### config.mk
export PLATFORM = sky130hd
export DESIGN_NAME = idelay_bank_seq
export DESIGN_NICKNAME = d
export VERILOG_FILES = /design/src/rtl/idelay_pkg.sv /design/src/rtl/idelay_lane.sv /design/src/rtl/idelay_bank_seq.sv
export SDC_FILE = /design/constraint.sdc
export NUM_CORES = 1
export LEC_CHECK = 0
export CORE_MARGIN = 1
export CORE_UTILIZATION = 65
export CTS_CLUSTER_DIAMETER = 30
export DETAILED_ROUTE_END_ITERATION = 8
export DONT_BUFFER_PORTS = 1
export HOLD_SLACK_MARGIN = 0.08
export PLACE_DENSITY = 0.86
export SLEW_MARGIN = 20
export SYNTH_ARGS = -nofsm -noshare
export SYNTH_HDL_FRONTEND = slang
export SYNTH_SLANG_ARGS = --single-unit
export TNS_END_PERCENT = 50
### constraint.sdc
create_clock -name clk -period 11.55 [get_ports clk]
set_clock_uncertainty 0.15 [all_clocks]
set_input_delay 2.31 -clock clk [delete_from_list [all_inputs] [get_ports clk]]
set_output_delay 2.31 -clock clk [all_outputs]
set_load 0.05 [all_outputs]
### src/rtl/idelay_pkg.sv
// Shared types and helpers for the multi-channel IDELAYE3 load sequencer.
package idelay_pkg;

    // Tap value width of the IDELAYE3 CNTVALUEIN/CNTVALUEOUT buses.
    localparam int TAP_W  = 9;
    // Upper bound on channel count; the scan helper works on a vector this wide.
    localparam int MAX_CH = 32;
    // Width of the shared wait counter.
    localparam int CNT_W  = 8;

    typedef enum logic [2:0] {
        ST_RESET,
        ST_IDLE,
        ST_VTC_OFF,
        ST_LOAD,
        ST_SETTLE,
        ST_CHECK,
        ST_VTC_ON
    } state_t;

    // Result of a round-robin scan: whether a channel was found, and which one.
    typedef struct packed {
        logic       found;
        logic [4:0] idx;
    } pick_t;

    // Return the first set bit of mism, visiting channels start, start+1, ...
    // wrapping at num_ch. Bits at or above num_ch are never considered.
    function automatic pick_t find_next_mismatch(
        input logic [MAX_CH-1:0] mism,
        input int                num_ch,
        input int                start
    );
        pick_t r;
        int    c;
        r.found = 1'b0;
        r.idx   = '0;
        for (int k = 0; k < MAX_CH; k++) begin
            c = start + k;
            if (c >= num_ch) c = c - num_ch;
            if ((k < num_ch) && !r.found && mism[c[4:0]]) begin
                r.found = 1'b1;
                r.idx   = c[4:0];
            end
        end
        return r;
    endfunction

endpackage

### src/rtl/idelay_lane.sv
// One input-delay lane: behavioural stand-in for an IDELAYE3 in VAR_LOAD /
// COUNT mode. The tap register only accepts a LOAD while EN_VTC is low, as
// the primitive does; the data path is passed through undelayed.
module idelay_lane #(
    parameter real CLOCK_FREQ = 250.0
) (
    input  logic                       clk,
    input  logic                       rst,
    input  logic                       i_en_vtc,
    input  logic                       i_load,
    input  logic [idelay_pkg::TAP_W-1:0] i_cntvalue,
    output logic [idelay_pkg::TAP_W-1:0] o_cntvalue,
    input  logic                       i_d,
    output logic                       o_q
);
    import idelay_pkg::*;

    if ((CLOCK_FREQ < 200.0) || (CLOCK_FREQ > 2667.0)) begin : g_bad_freq
        $error("idelay_lane: CLOCK_FREQ outside the IDELAYCTRL reference range");
    end

    logic [TAP_W-1:0] r_tap;

    // Tap register: cleared by the primitive reset, loaded while VT tracking is off.
    // NOTE: state registers use non-blocking assignments so every flop samples
    // pre-edge values regardless of block ordering.
    always_ff @(posedge clk or posedge rst) begin
        if (rst) begin
            r_tap <= '0;
        end else if (i_load && !i_en_vtc) begin
            r_tap <= i_cntvalue;
        end
    end

    assign o_cntvalue = r_tap;
    assign o_q        = i_d;

endmodule

### src/rtl/idelay_bank_seq.sv
// Multi-channel input-delay load sequencer. One shared engine scans channels
// round-robin, loads any tap whose request differs from the committed value,
// then verifies it by reading CNTVALUEOUT back.
module idelay_bank_seq #(
    parameter int  NUM_CH     = 8,
    parameter real CLOCK_FREQ = 250.0,
    parameter int  TAP_W      = idelay_pkg::TAP_W,
    parameter int  SETUP_WAIT = 20,
    parameter int  HOLD_WAIT  = 20,
    parameter int  VTC_HOLD   = 1,
    localparam int CH_W       = (NUM_CH > 1) ? $clog2(NUM_CH) : 1
) (
    input  logic                    clk,
    input  logic                    rst,
    input  logic                    rdy,
    input  logic [NUM_CH-1:0]       d,
    output logic [NUM_CH-1:0]       q,
    input  logic [NUM_CH*TAP_W-1:0] load_value,
    output logic [NUM_CH*TAP_W-1:0] delay_value,
    output logic                    done,
    output logic                    busy,
    output logic [CH_W-1:0]         cur_ch,
    output logic [NUM_CH-1:0]       err,
    input  logic                    err_clr
);
    import idelay_pkg::*;

    if ((NUM_CH < 1) || (NUM_CH > MAX_CH)) begin : g_bad_num_ch
        $error("idelay_bank_seq: NUM_CH must be 1..32");
    end
    if ((SETUP_WAIT < 0) || (SETUP_WAIT > 255)) begin : g_bad_setup
        $error("idelay_bank_seq: SETUP_WAIT must fit the 8-bit counter");
    end
    if ((HOLD_WAIT < 0) || (HOLD_WAIT > 255)) begin : g_bad_hold
        $error("idelay_bank_seq: HOLD_WAIT must fit the 8-bit counter");
    end
    if (TAP_W != idelay_pkg::TAP_W) begin : g_bad_tap_w
        $error("idelay_bank_seq: TAP_W is fixed by the IDELAYE3 primitive");
    end

    // Extra cycles spent in VTC_ON after EN_VTC is raised again.
    localparam logic [CNT_W-1:0] VTC_ON_WAIT = (VTC_HOLD != 0) ? CNT_W'(0) : CNT_W'(4);

    state_t              r_state;
    logic [CH_W-1:0]     r_cur_ch;
    logic [TAP_W-1:0]    r_target;
    logic [CNT_W-1:0]    r_cnt;
    logic [TAP_W-1:0]    r_commit [NUM_CH];
    logic [NUM_CH-1:0]   r_en_vtc;
    logic [NUM_CH-1:0]   r_load;
    logic [NUM_CH-1:0]   r_err;
    logic                r_busy;
    logic                r_done;

    logic [NUM_CH*TAP_W-1:0] w_cntout;
    logic [TAP_W-1:0]        w_req [NUM_CH];
    logic [TAP_W-1:0]        w_rb  [NUM_CH];
    logic [MAX_CH-1:0]       w_mism;
    int                      w_start;
    pick_t                   w_pick;
    logic                    w_pick_valid;
    logic [CH_W-1:0]         w_pick_ch;

    for (genvar gi = 0; gi < NUM_CH; gi++) begin : g_lane
        assign w_req[gi] = load_value[gi*TAP_W +: TAP_W];
        assign w_rb[gi]  = w_cntout[gi*TAP_W +: TAP_W];

        idelay_lane #(
            .CLOCK_FREQ (CLOCK_FREQ)
        ) u_lane (
            .clk        (clk),
            .rst        (rst),
            .i_en_vtc   (r_en_vtc[gi]),
            .i_load     (r_load[gi]),
            .i_cntvalue (r_target),
            .o_cntvalue (w_cntout[gi*TAP_W +: TAP_W]),
            .i_d        (d[gi]),
            .o_q        (q[gi])
        );
    end

    // Flag every channel whose request differs from its committed tap.
    // NOTE: the default assignment first keeps this combinational block free of latches.
    always_comb begin
        w_mism = '0;
        for (int i = 0; i < NUM_CH; i++) begin
            w_mism[i] = (r_commit[i] != w_req[i]);
        end
    end

    // Scan begins one past the channel serviced last, so service rotates fairly.
    assign w_start      = ((int'(r_cur_ch) + 1) >= NUM_CH) ? 0 : (int'(r_cur_ch) + 1);
    assign w_pick       = find_next_mismatch(w_mism, NUM_CH, w_start);
    assign w_pick_valid = w_pick.found && (int'(w_pick.idx) < NUM_CH);
    assign w_pick_ch    = w_pick.idx[CH_W-1:0];

    // Load engine FSM with all control outputs registered.
    // NOTE: the committed mirror is a small flop array, not RAM, so it takes the
    // async reset together with the rest of the state.
    always_ff @(posedge clk or posedge rst) begin
        if (rst) begin
            r_state  <= ST_RESET;
            r_cur_ch <= '0;
            r_target <= '0;
            r_cnt    <= '0;
            for (int i = 0; i < NUM_CH; i++) r_commit[i] <= '0;
            r_en_vtc <= '1;
            r_load   <= '0;
            r_err    <= '0;
            r_busy   <= 1'b0;
            r_done   <= 1'b0;
        end else begin
            r_load <= '0;
            // A clear is overridden below if CHECK flags a new error in the same cycle.
            if (err_clr) r_err <= '0;

            if (!rdy) begin
                // Calibration lost: drop everything and reload all taps once it returns.
                r_state  <= ST_RESET;
                for (int i = 0; i < NUM_CH; i++) r_commit[i] <= '0;
                r_en_vtc <= '1;
                r_busy   <= 1'b0;
                r_done   <= 1'b0;
            end else begin
                case (r_state)
                    ST_RESET: begin
                        r_state <= ST_IDLE;
                    end
                    ST_IDLE: begin
                        if (w_pick_valid) begin
                            r_cur_ch            <= w_pick_ch;
                            r_target            <= w_req[w_pick_ch];
                            r_cnt               <= CNT_W'(SETUP_WAIT);
                            r_en_vtc[w_pick_ch] <= 1'b0;
                            r_busy              <= 1'b1;
                            r_done              <= 1'b0;
                            r_state             <= ST_VTC_OFF;
                        end else begin
                            r_done <= 1'b1;
                        end
                    end
                    ST_VTC_OFF: begin
                        if (r_cnt == '0) begin
                            r_load[r_cur_ch] <= 1'b1;
                            r_state          <= ST_LOAD;
                        end else begin
                            r_cnt <= r_cnt - 1'b1;
                        end
                    end
                    ST_LOAD: begin
                        r_cnt   <= CNT_W'(HOLD_WAIT);
                        r_state <= ST_SETTLE;
                    end
                    ST_SETTLE: begin
                        if (r_cnt == '0) begin
                            r_state <= ST_CHECK;
                        end else begin
                            r_cnt <= r_cnt - 1'b1;
                        end
                    end
                    ST_CHECK: begin
                        r_commit[r_cur_ch] <= r_target;
                        if (w_rb[r_cur_ch] != r_target) r_err[r_cur_ch] <= 1'b1;
                        r_cnt   <= VTC_ON_WAIT;
                        r_state <= ST_VTC_ON;
                    end
                    ST_VTC_ON: begin
                        if (VTC_HOLD == 0) r_en_vtc[r_cur_ch] <= 1'b1;
                        if (r_cnt == '0) begin
                            r_busy  <= 1'b0;
                            r_state <= ST_IDLE;
                        end else begin
                            r_cnt <= r_cnt - 1'b1;
                        end
                    end
                    default: begin
                        r_state <= ST_RESET;
                    end
                endcase
            end
        end
    end

    assign delay_value = w_cntout;
    assign done        = r_done;
    assign busy        = r_busy;
    assign cur_ch      = r_cur_ch;
    assign err         = r_err;

endmodule

==> flow_summary.ini <==
[sta]
slew_violations = 0
worstMarginPinSlew_ns = 1.16
fmax_mhz = 158
setup_viol = 0
whs_ns = 0.331
finalCriticalPeriod_ns = 6.33
finalSetupTns_ns = 0
rsz0062_at_grt = false
post-route-period-util_pct = 54.8
finalHoldViolCount = 0
setup_ws_ns = 5.22
slew_headroom_pct = 22.5

[place]
portBuffers = 0
routabilityCongestion = 0.953
post-place-ws_ns = 4.94
place_area_mm2 = 0.0115
dp.cells = 1239
dp_hpwl_um = 22100

[yosys]
synth-edff-count = 0
synth_top_cells_by_area = dfrtp_1 40%, mux2_2 7.5%, mux2i_1 6.6%
yosys.area.top_type_share_pct = 40.5
synth_simple_gate_area_share_pct = 14.5
synth_area_mm2 = 0.0114
synth_largest_area_cell = dfrtp_1
synth_most_common_cell = dfrtp_1
yosysSeqAreaShare_pct = 42.3
synth_compound_area_share_pct = 10.1
ys.flop_type = dfrtp_1
synth_seq_cells = 193
synth_common_cells = 185 x dfrtp_1, 95 x nand2_1, 76 x mux2_2
synth_mux_area_share_pct = 19.6
synth_warnings = 0
async_flop_share_pct = 100
synth-adder-area-share_pct = 2.52
synth_area_per_cell_um2 = 10.7
synthCells = 1071
synth_top_family_by_area = multiplexers
synth-xor-area-share_pct = 6.75
synth_cell_types = 76

[status]
status = finished, final reports clean

[routing]
detail-route-antenna-nets = 0
dr_total_vias = 8730
wl_per_cell_um = 25.2
first_pass_iters = 6
drtIter0Drc = 1103
vias_per_cell = 6.87
drt-total-wl_um = 32000
drc_errors = 0

[cells_and_area]
n_antenna_cell = 0
final_nets = 1140
drive_gt1_share_pct = 17.7
finish.instance_area_mm2 = 0.0122
final_cell_count_no_fill = 1271
areaGrowthSynthToFinish_pct = 6.27

[floorplan]
rows = 48
die-area_mm2 = 0.0181
die_h_um = 135
die_x_um = 135
coreArea_mm2 = 0.0172
initial_core_util_pct = 66.3
io_pins = 177

[setup_path]
cp_max_fo = 20
arrival_ns = 6.47
regToRegStartpoint = cur_ch[1]
end_kind = flip-flop
startpoint = load_value[16]
slowest_delay_ns = 0.87
slowest_stage = nor4_1
setup.worst_path.start_class = input pin
crit_chain = xor2_1 > nor4_1 > nand4_1 > nand4_1 > o31a_1 > a21o_1 > a21boi_0 > o21ai_1 > o21ai_4 > mux4_2 > mux2i_1 > o21ai_1
crit_type = in2reg
cp.required_ns = 11.69

[clock_tree]
post_cts_buffers = 0
clk_path_buf_depth = 2
post_cts_resized = 0
hold_buffers = 0
cts-root-buf = clkbuf_16
insertion_delay_ns = 0.45
numCtsBuffers = 17
tritoncts = built
clk_pin_slew_ns = 0.07
cts.sinks = 193
htreeDepth = 4

[min_path]
hp-class = reg2reg
worstHoldStart = r_en_vtc[5]

[global_route]
overflow = 0
antenna_found_initial = 0
grt_pass1_wl_um = 49000
grt_max_degree = 138
first_global_vias = 8540
grt_use_total_pct = 36.2

[power]
power_density_mw_per_mm2 = 264
vdd_drop_max_mv = 0.207
p_leak_nw = 5.63

[job]
maxCapViolCount = 0
[cell type report]
cell class | count | area [µm²]
clock buffers | 18 | 429
inverters | 31 | 126
fillers | 1115 | 5090
well taps | 225 | 282
repair buffers | 13 | 97.6
flip-flops and latches | 193 | 4840
multi-input cells | 777 | 6170
clock inverters | 14 | 201
[placed cells by master, fill, tap and decap left out, types with 5 or more instances in the layout]
master / count
mux2i_1: 75
mux2_2: 76
xor2_1: 60
dfrtp_1: 183
and2_1: 7
nand3_1: 21
nand2_1: 95
xnor2_1: 25
nor2b_1: 60
mux4_2: 28
dfstp_2: 8
conb_1: 6
nor4_1: 10
a221oi_1: 12
a21boi_0: 21
inv_1: 28
and3_1: 5
o211ai_1: 5
buf_4: 13
o22ai_1: 8
a21oi_1: 22
o21ai_0: 25
nor3b_1: 6
o21ai_1: 13
ha_1: 23
nand2b_1: 12
nor3_1: 13
nand4_1: 14
a31oi_1: 8
a21o_1: 6
nor2_1: 48
o31ai_1: 6
clkbuf_16: 17
[worst max-delay path: cells and delay by family]
family,cells,cell delay (ns)
compound gates,6,1.78
xor+xnor,1,0.13
mux,2,0.77
simple gates,3,1.47
[kinds of logic (layout without fill, tap and decap cells)]
family          after synthesis  after routing
xor+xnor                     86             86
simple gates                318            318
compound gates              165            165
fa+ha+maj                    23             23
buf+inv                     105             76
other cells                   2              6
mux                         179            179
flops                       193            193
[per-stage QoR]
step                      total power [mW]  utilization (%)
after floorplan                       2.21                -
after global placement                2.50             66.7
after detailed placement              2.55             66.8
after CTS                             3.18             70.5
after global routing                  3.37             70.5
final                                 3.21             70.5
[routing by layer]
metal | part of all wire, % | GRT usage (%) | vias to the layer above | wire length [µm]
met1 | 37 | 46.4 | 4332 | 11900
met2 | 47 | 56.4 | 557 | 15100
met4 | 4.7 | 16.9 | 0 | 1510
li1 | - | - | 3713 | -
met3 | 11 | 11.3 | 128 | 3530
met5 | 0 | 0 | - | 0
[state kept, by name (all words and copies together) (netlist names), 8 cells and up]
register and cells:
g_lane.u_lane.o_cntvalue 72, r_commit 72, r_target 9, err 8, r_cnt 8, r_en_vtc 8
r_load 8
[path summary, 6_finish.rpt]
kind / slack [ns] / cells past startpoint / to
min reg2reg: 0.33 / 2 / r_en_vtc[5]
max reg2reg: 5.24 / 19 / r_target[2]
min in group asynchronous: 1.70 / 1 / g_lane[4].u_lane.o_cntvalue[1]
min: 0.33 / 2 / r_en_vtc[5]
max in group asynchronous: 8.17 / 2 / g_lane[3].u_lane.o_cntvalue[2]
max: 5.22 / 12 / r_target[2]
[power breakdown]
group	total, mW	switching, mW	internal (mW)
Clock	0.633	0.284	0.349
Combinational	1.76	1.07	0.690
Sequential	0.823	0.0944	0.729
Total	3.21	1.45	1.77
No activity file was read; power rests on OpenSTA's default activity.
